--- src/rtl/sync_fifo_pkg.sv ---
// Shared constants and width helpers for the sync_fifo family.
package sync_fifo_pkg;

    localparam ARCH_XILINX  = "Xilinx";
    localparam ARCH_GENERIC = "Generic";

    function automatic int cnt_w(input int depth);
        return $clog2(depth + 1);
    endfunction

    function automatic int ptr_w(input int depth);
        int w;
        w = $clog2(depth);
        return (w < 1) ? 1 : w;
    endfunction

endpackage

--- src/rtl/sdp_ram.sv ---
// Simple dual-port RAM, one write port and one registered read port.
// ARCH selects block-RAM inference attributes ("Xilinx") or plain inference ("Generic").
module sdp_ram
    import sync_fifo_pkg::*;
#(
    parameter int WIDTH = 19,
    parameter int DEPTH = 128,
    parameter     ARCH  = ARCH_XILINX,
    parameter int AW    = ptr_w(DEPTH)
) (
    input  logic             clk,
    input  logic             wr_en,
    input  logic [AW-1:0]    wr_addr,
    input  logic [WIDTH-1:0] wr_data,
    input  logic [AW-1:0]    rd_addr,
    output logic [WIDTH-1:0] rd_data
);

    generate
        if (ARCH == ARCH_XILINX) begin : g_bram
            (* ram_style = "block" *) logic [WIDTH-1:0] mem [DEPTH];

            always_ff @(posedge clk) begin
                if (wr_en) begin
                    mem[wr_addr] <= wr_data;
                end
                rd_data <= mem[rd_addr];
            end
        end else begin : g_generic
            logic [WIDTH-1:0] mem [DEPTH];

            always_ff @(posedge clk) begin
                if (wr_en) begin
                    mem[wr_addr] <= wr_data;
                end
                rd_data <= mem[rd_addr];
            end
        end
    endgenerate

endmodule

--- src/rtl/sync_fifo_ext.sv ---
// First-word-fall-through FIFO of any depth with fill level, almost flags and flush; 1-cycle push-to-visible.
// Optional high-watermark ports i_peak_clr/o_peak are built when SYNC_FIFO_EXT_PEAK_EN is defined.
module sync_fifo_ext
    import sync_fifo_pkg::*;
#(
    parameter int WIDTH         = 19,
    parameter int DEPTH         = 128,
    parameter int AFULL_THRESH  = DEPTH - 4,
    parameter int AEMPTY_THRESH = 4,
    parameter     ARCH          = ARCH_XILINX,
    parameter int CW            = cnt_w(DEPTH)
) (
    input  logic             i_clk,
    input  logic             i_rst,
    input  logic             i_flush,
    input  logic [WIDTH-1:0] i_data,
    input  logic             i_wr_en,
    output logic             o_full,
    output logic             o_wr_err,
    input  logic             i_rd_incr,
    output logic [WIDTH-1:0] o_data,
    output logic             o_empty,
    output logic             o_rd_err,
    output logic [CW-1:0]    o_count,
`ifdef SYNC_FIFO_EXT_PEAK_EN
    input  logic             i_peak_clr,
    output logic [CW-1:0]    o_peak,
`endif
    output logic             o_afull,
    output logic             o_aempty
);

    localparam int PW = ptr_w(DEPTH);
    localparam logic [CW-1:0] FULL_C   = CW'(DEPTH);
    localparam logic [CW-1:0] AFULL_C  = CW'(AFULL_THRESH);
    localparam logic [CW-1:0] AEMPTY_C = CW'(AEMPTY_THRESH);

    function automatic logic [PW-1:0] ptr_inc(input logic [PW-1:0] p);
        return (p == PW'(DEPTH - 1)) ? '0 : p + PW'(1);
    endfunction

    logic [PW-1:0]    wr_ptr, rd_ptr, wr_ptr_n, rd_ptr_n;
    logic [CW-1:0]    count, count_n;
    logic             push, pop, ram_we, head_from_ram, load_head;
    logic             wr_err_n, rd_err_n, fwd_vld;
    logic [WIDTH-1:0] ram_q, fwd_dat, head_dat;

    // o_data is the head word; the RAM holds the remaining count-1 words starting at rd_ptr.
    always_comb begin
        push          = i_wr_en && !o_full;
        pop           = i_rd_incr && !o_empty;
        head_from_ram = pop && (count >= CW'(2));
        ram_we        = push && !o_empty && !(pop && count == CW'(1)) && !i_flush;
        wr_err_n      = i_wr_en && o_full && !i_flush;
        rd_err_n      = i_rd_incr && o_empty && !i_flush;
        count_n       = count + CW'(push) - CW'(pop);
        wr_ptr_n      = ram_we ? ptr_inc(wr_ptr) : wr_ptr;
        rd_ptr_n      = head_from_ram ? ptr_inc(rd_ptr) : rd_ptr;
        load_head     = 1'b0;
        head_dat      = i_data;
        if (!i_flush) begin
            if (head_from_ram) begin
                load_head = 1'b1;
                head_dat  = fwd_vld ? fwd_dat : ram_q;
            end else if (push && (o_empty || pop)) begin
                load_head = 1'b1;
            end
        end
        if (i_rst || i_flush) begin
            count_n  = '0;
            wr_ptr_n = '0;
            rd_ptr_n = '0;
        end
    end

    // The RAM read is issued at rd_ptr_n so its output already holds the next head; a write landing on
    // that same address is forwarded for one cycle to cover the read-during-write case.
    sdp_ram #(
        .WIDTH (WIDTH),
        .DEPTH (DEPTH),
        .ARCH  (ARCH),
        .AW    (PW)
    ) u_ram (
        .clk     (i_clk),
        .wr_en   (ram_we),
        .wr_addr (wr_ptr),
        .wr_data (i_data),
        .rd_addr (rd_ptr_n),
        .rd_data (ram_q)
    );

    always_ff @(posedge i_clk) begin
        if (i_rst) begin
            count    <= '0;
            wr_ptr   <= '0;
            rd_ptr   <= '0;
            o_empty  <= 1'b1;
            o_aempty <= 1'b1;
            o_full   <= 1'b0;
            o_afull  <= 1'b0;
            o_wr_err <= 1'b0;
            o_rd_err <= 1'b0;
            o_data   <= '0;
            fwd_vld  <= 1'b0;
        end else begin
            count    <= count_n;
            wr_ptr   <= wr_ptr_n;
            rd_ptr   <= rd_ptr_n;
            o_empty  <= (count_n == '0);
            o_aempty <= (count_n <= AEMPTY_C);
            o_full   <= (count_n == FULL_C);
            o_afull  <= (count_n >= AFULL_C);
            o_wr_err <= wr_err_n;
            o_rd_err <= rd_err_n;
            fwd_vld  <= ram_we && (wr_ptr == rd_ptr_n);
            if (load_head) begin
                o_data <= head_dat;
            end
        end
    end

    always_ff @(posedge i_clk) begin
        fwd_dat <= i_data;
    end

    assign o_count = count;

`ifdef SYNC_FIFO_EXT_PEAK_EN
    always_ff @(posedge i_clk) begin
        if (i_rst || i_flush) begin
            o_peak <= '0;
        end else if (i_peak_clr) begin
            o_peak <= count_n;
        end else if (count_n > o_peak) begin
            o_peak <= count_n;
        end
    end
`endif

endmodule

--- config.mk ---
export PLATFORM = sky130hd
export DESIGN_NAME = sync_fifo_ext
export DESIGN_NICKNAME = d
export VERILOG_FILES = /design/src/rtl/sync_fifo_pkg.sv /design/src/rtl/sdp_ram.sv /design/src/rtl/sync_fifo_ext.sv
export SDC_FILE = /design/constraint.sdc
export NUM_CORES = 2
export LEC_CHECK = 0
export BUFFER_PORTS_ARGS = -buffer_cell sky130_fd_sc_hd__buf_2
export CAP_MARGIN = 20
export CORE_MARGIN = 2
export CORE_UTILIZATION = 50
export DETAILED_ROUTE_END_ITERATION = 10
export PLACE_DENSITY = 0.65
export SLEW_MARGIN = 20
export SYNTH_ARGS = -nofsm -noshare
export SYNTH_HDL_FRONTEND = slang
export SYNTH_HIERARCHICAL = 1
export SYNTH_SLANG_ARGS = --single-unit
--- constraint.sdc ---
create_clock -name i_clk -period 4.7 [get_ports i_clk]
set_input_delay 0.235 -clock i_clk [delete_from_list [all_inputs] [get_ports i_clk]]
set_output_delay 0.235 -clock i_clk [all_outputs]
set_load 0.02 [all_outputs]
# Yosys cells after proc, flatten, opt, wreduce, memory -nomap -nowiden
# Memories as Yosys holds them, arrays and structs flattened. A register that Yosys moved wholly into a read port is not among the register bits.
# Index checks and enable logic that the tools add are counted.
# op_classes
add_sub_neg	4
magnitude_cmp	3
eq_ne	5
muxes	13
reduce_logical	21
# ops
operator	n
19-bit two-way mux	3
7-bit two-way mux	4
7-bit by 1-bit adder with 7-bit output, second input constant	2
7-bit equality test, second input constant	2
1-bit logical AND	13
8-bit by 1-bit adder with 8-bit output	1
8-bit by 1-bit equality test with 1-bit output, second input constant	1
8-bit equality test, second input constant	1
8-bit by 2-bit greater-or-equal comparator with 1-bit output, second input constant	1
8-bit by 7-bit greater-or-equal comparator with 1-bit output, second input constant	1
8-bit by 3-bit less-or-equal comparator with 1-bit output, second input constant	1
8-bit logical NOT	1
8-bit two-way mux	1
8-bit by 1-bit subtractor with 8-bit output	1
7-bit equality test	1
1-bit two-way mux	5
1-bit logical NOT	4
1-bit logical OR	2
2-bit OR reduction	1
# totals
regBits	67
ram_bits	2432
input_bits	24
out_inout_bits	33
elab_cells	59
n_memories	1
# memory_table
memory	depth	word_bits	read_ports	rd_ports_with_merged_regs	wr	line	text
u_ram.g_bram.mem	128	19	1	1	1	sdp_ram.sv:21	(* ram_style = "block" *) logic [WIDTH-1:0] mem [DEPTH];

# Depth between registers and ports, before layout
# logic_depth
ltp_word	8
mapped_depth	15
mapped_depth_nobuf	10

# Modules after synthesis
# The synthesis kept the hierarchy.
# by_module_without_submodules
module	n_inst	cells_per_inst	area_each_um2	seq_area_each_um2
sdp_ram	1	3631	93138.1	73410.4
sync_fifo_ext	1	392	3407.0	1341.3

# Worst setup path before layout
# Ideal clock, no wire load.
# synth_path
path_kind	register to register
startpoint	reg count[2], in the netlist o_count[2]
endpoint	reg u_ram.rd_data[2], read port of u_ram.g_bram.mem
setup_time_ps	121
arrival_time_ps	4220
required_time_ps	4579
slack_ps	359
stages_incl_launch_ff	14
n_path_buf	3
period_less_slack_ps	4341
path_cell_list	dfxtp_1 > inv_1 > ha_1 > and2_2 > o211a_1 > nor3_1 > or2_2 > clkbuf_1 > buf_2 > buf_1 > mux4_2 > mux4_2 > mux4_2 > mux2_2
# synth_via
elab_chain_cells	4
# synth_lines
element	line	text
from (decl)	sync_fifo_ext.sv:43	logic [CW-1:0] count, count_n;
from (signal assigned)	sync_fifo_ext.sv:106	count <= count_n;
8-bit by 2-bit greater-or-equal comparator with 1-bit output	sync_fifo_ext.sv:52	head_from_ram = pop && (count >= CW'(2));
1-bit logical AND	sync_fifo_ext.sv:52	
7-bit two-way mux	sync_fifo_ext.sv:58	rd_ptr_n = head_from_ram ? ptr_inc(rd_ptr) : rd_ptr;
7-bit two-way mux	sync_fifo_ext.sv:69	if (i_rst || i_flush) begin
net rd_ptr_n[0]	sync_fifo_ext.sv:42	logic [PW-1:0] wr_ptr, rd_ptr, wr_ptr_n, rd_ptr_n;
to (decl)	sdp_ram.sv:16	output logic [WIDTH-1:0] rd_data
# The timed path passes the listed nets, and every way through them passes these cells.
# A chain may end at the register's enable or synchronous reset.

# Final worst setup path
# layout_path
startpoint	reg count[3], in the netlist o_count[3]
endpoint	reg u_ram.rd_data[5], read port of u_ram.g_bram.mem
# Same word-level chain as after synthesis.

==> reports/qor.yml <==
synth.area.top_cells: "edfxtp_1, mux4_2, dfxtp_1"
drtIter0Drc: 5769
crit_fanout: 16
finalNetCount: 4427
place_congestion: 0.829
cp-end-kind: "flip-flop"
yosys_most_used_dff: "edfxtp_1"
dp_slack_ns: 0.143
routedWlPerCell_microns: 34.1
status: "finished, final reports clean"
path_clk_slew_ns: 0.07
setup_tns_ns: 0
yosys_register_bits: 2518
layout.cells.non_filler: 7129
antenna_found_initial: 20
fin_hold_ws_ns: 0.00992
post-route-cell-area_sq_um: 110000
die_area_sq_um: 197000
syn2layout_area_growth_pct: 14.2
cts_buffers: 239
max_slew_margin_pct: 28.2
cts_tree: "yes"
num_io_pins: 57
drcViolationCount: 0
grtUsageTotal_pct: 24.8
yosysWarningCount: 6
min_period_over_period_pct: 98.1
hpwl_microns: 140000
powerDensity_nw_per_um2: 435
grt_pass1_vias: 44858
die_h_microns: 443
total_power_mw: 48.0
drive_gt1_share_pct: 35.6
skew_ns: 0.0583
root_buffer: "clkbuf_16"
netlist_area_sq_um: 96500
cap_violations: 0
ys_seq_area_share_pct: 77.4
max_stage_delay_ns: 0.67
min-delay-path-class: "in2reg"
synth-edff-count: 2432
drtAntennaViolNets: 0
clock_path_buffers: 3
vias: 45454
netlist_top_cells_count: "edfxtp_1, mux4_2, nor2_1, clkbuf_1, dfxtp_1"
core_area_sq_um: 192000
clock_latency_ns: 0.90
avgSynthCellArea_sq_um: 24.0
slew_violations: 0
worst-slew-pin-transition_ns: 1.08
finalSetupViolCount: 0
crit_chain: "inv_1 -> ha_1 -> and2_2 -> o211a_1 -> nor3_1 -> or2_4 -> buf_12 -> buf_12 -> buf_4 -> mux4_2 -> mux4_2 -> mux4_2 -> mux2_2"
synth_top_cell_area_share_pct: 75.6
fmaxAchievable_mhz: 217
routed_wl_microns: 243000
synth_cells: 4023
layout_setup_ws_ns: 0.0887
yosys.area.top_type: "edfxtp_1"
synth.most_common_cell: "edfxtp_1"
dr.pass1.iters: 5
post-route-util_pct: 57.4
grt_pass1_wl_microns: 343000
critPathArrivalTime_ns: 5.39
placed_area_sq_um: 102000
dp.cells: 6655
syn-num-nets: 4062
critPathMostFrequentCell: "mux4_2"
rsz0062_at_grt: "no"
vdd_ir_drop_max_mv: 0.446
rows: 161
hold_violations: 0
synthArstFlopShare_pct: 0
ys_types: 60
post-route-min-period_ns: 4.61
clkSinkCount: 2518
die_x_microns: 443
io_buffer_count: 56
cp.required_ns: 5.48
criticalPathCategory: "reg2reg"
critPathLaunchType: "flip-flop"
power.leakage_nw: 33.1
slowest_stage: "mux4_2"
h-tree-depth: 4
grt_max_degree: 98
initial_core_util_pct: 50.2
vias_per_cell: 6.38
grt_overflow_total: 0
-- path summary, 6_finish.rpt --
| kind | start | endpoint | slack (ns) | depth (start not counted) |
|---|---|---|---|---|
| max | o_count[3]$_SDFF_PP0_ | u_ram/rd_data[5]$_DFF_P_ | 0.09 | 13 |
| min | i_data[1] | u_ram/g_bram.mem[25][1]$_DFFE_PP_ | 0.01 | 1 |
| max reg2reg | o_count[3]$_SDFF_PP0_ | u_ram/rd_data[5]$_DFF_P_ | 0.09 | 13 |
| min reg2reg | o_data[8]$_SDFFE_PP0P_ | o_data[8]$_SDFFE_PP0P_ | 0.45 | 2 |
-- worst max-delay path: cells and delay by family (launching register included) --
kind / cells / cell delay [ns]
compound gates: 1 / 0.24
fa+ha+maj: 1 / 0.21
buf+inv: 4 / 0.75
flops: 1 / 0.37
mux: 4 / 2.08
simple gates: 3 / 0.80
-- cells in the final DEF (no fill, tap or decap), types with 7 or more instances in the layout --
cell and instances:
nor2b_1 8, mux2_2 20, inv_1 18, clkbuf_8 17
nor3_2 10, or3_1 7, buf_4 224, mux4_2 798
edfxtp_1 2432, nand3_1 20, clkbuf_1 51, clkinv_16 11
diode_2 8, ha_1 14, nor3_1 8, clkinv_1 52
clkinvlp_4 8, o21ai_0 7, buf_2 37, nor2_1 29
mux2i_1 22, clkbuf_16 239, o211ai_1 20, nand4_1 12
dfxtp_1 86, dlygate4sd3_1 18, buf_12 60, clkinv_2 41
a21oi_1 29, nor2_2 119, nand2_1 71, bufinv_16 17
-- timing repair --
| action | in CTS | in global routing |
|---|---|---|
| gates resized for setup | 0 | 1 |
| setup endpoints to repair | 0 | 2 |
| hold buffers | 18 | 0 |
| setup buffers | 0 | 0 |
| hold endpoints to repair | 505 | 0 |
-- power by group --
group / leakage (nW) / internal, mW / switching, mW
clock: 3.80 / 10.6 / 8.39
sequential: 22.6 / 24.7 / 0.130
combinational: 6.76 / 1.88 / 2.23
total: 33.1 / 37.2 / 10.8
-- routing by layer --
| layer | global-route usage, % | vias to the layer above | routed length, microns |
|---|---|---|---|
| met2 | 38.7 | 2314 | 116000 |
| li1 | - | 18035 | - |
| met1 | 36.2 | 24752 | 97400 |
| met5 | 0 | - | 54 |
| met3 | 5.02 | 345 | 23500 |
| met4 | 6.80 | 8 | 6400 |
-- cell families (layout without fill, tap and decap cells) --
logic type	Yosys count	after routing	share of synthesized area, %
multiplexers	840	840	19.1
AO/OA/AOI/OAI	82	82	0.584
adder cells (fa/ha/maj)	15	15	0.202
AND/OR/NAND/NOR	322	322	1.49
buffers and inverters	233	805	1.09
flip-flops	2518	2518	77.4
other	0	8	0
XOR/XNOR	13	13	0.126
-- area by class of cell --
type / count / area (sq um)
antenna: 8 / 20.0
clock buffer: 307 / 6410
clock inverter: 141 / 1440
fill: 13681 / 81900
inverter: 18 / 67.6
multi-input combinational: 1272 / 21100
sequential: 2518 / 74800
tap: 2526 / 3160
timing repair buffer: 339 / 3250
-- flip-flops by register name, indices dropped and copies added, names as in the netlist --
signal and cells:
u_ram/g_bram.mem 2432, fwd_dat 19, o_data 19, u_ram/rd_data 19
o_count 8, rd_ptr 7, wr_ptr 7, fwd_vld 1
o_aempty 1, o_afull 1, o_empty 1, o_full 1
o_rd_err 1, o_wr_err 1
Power figures use the tool's default switching activity.
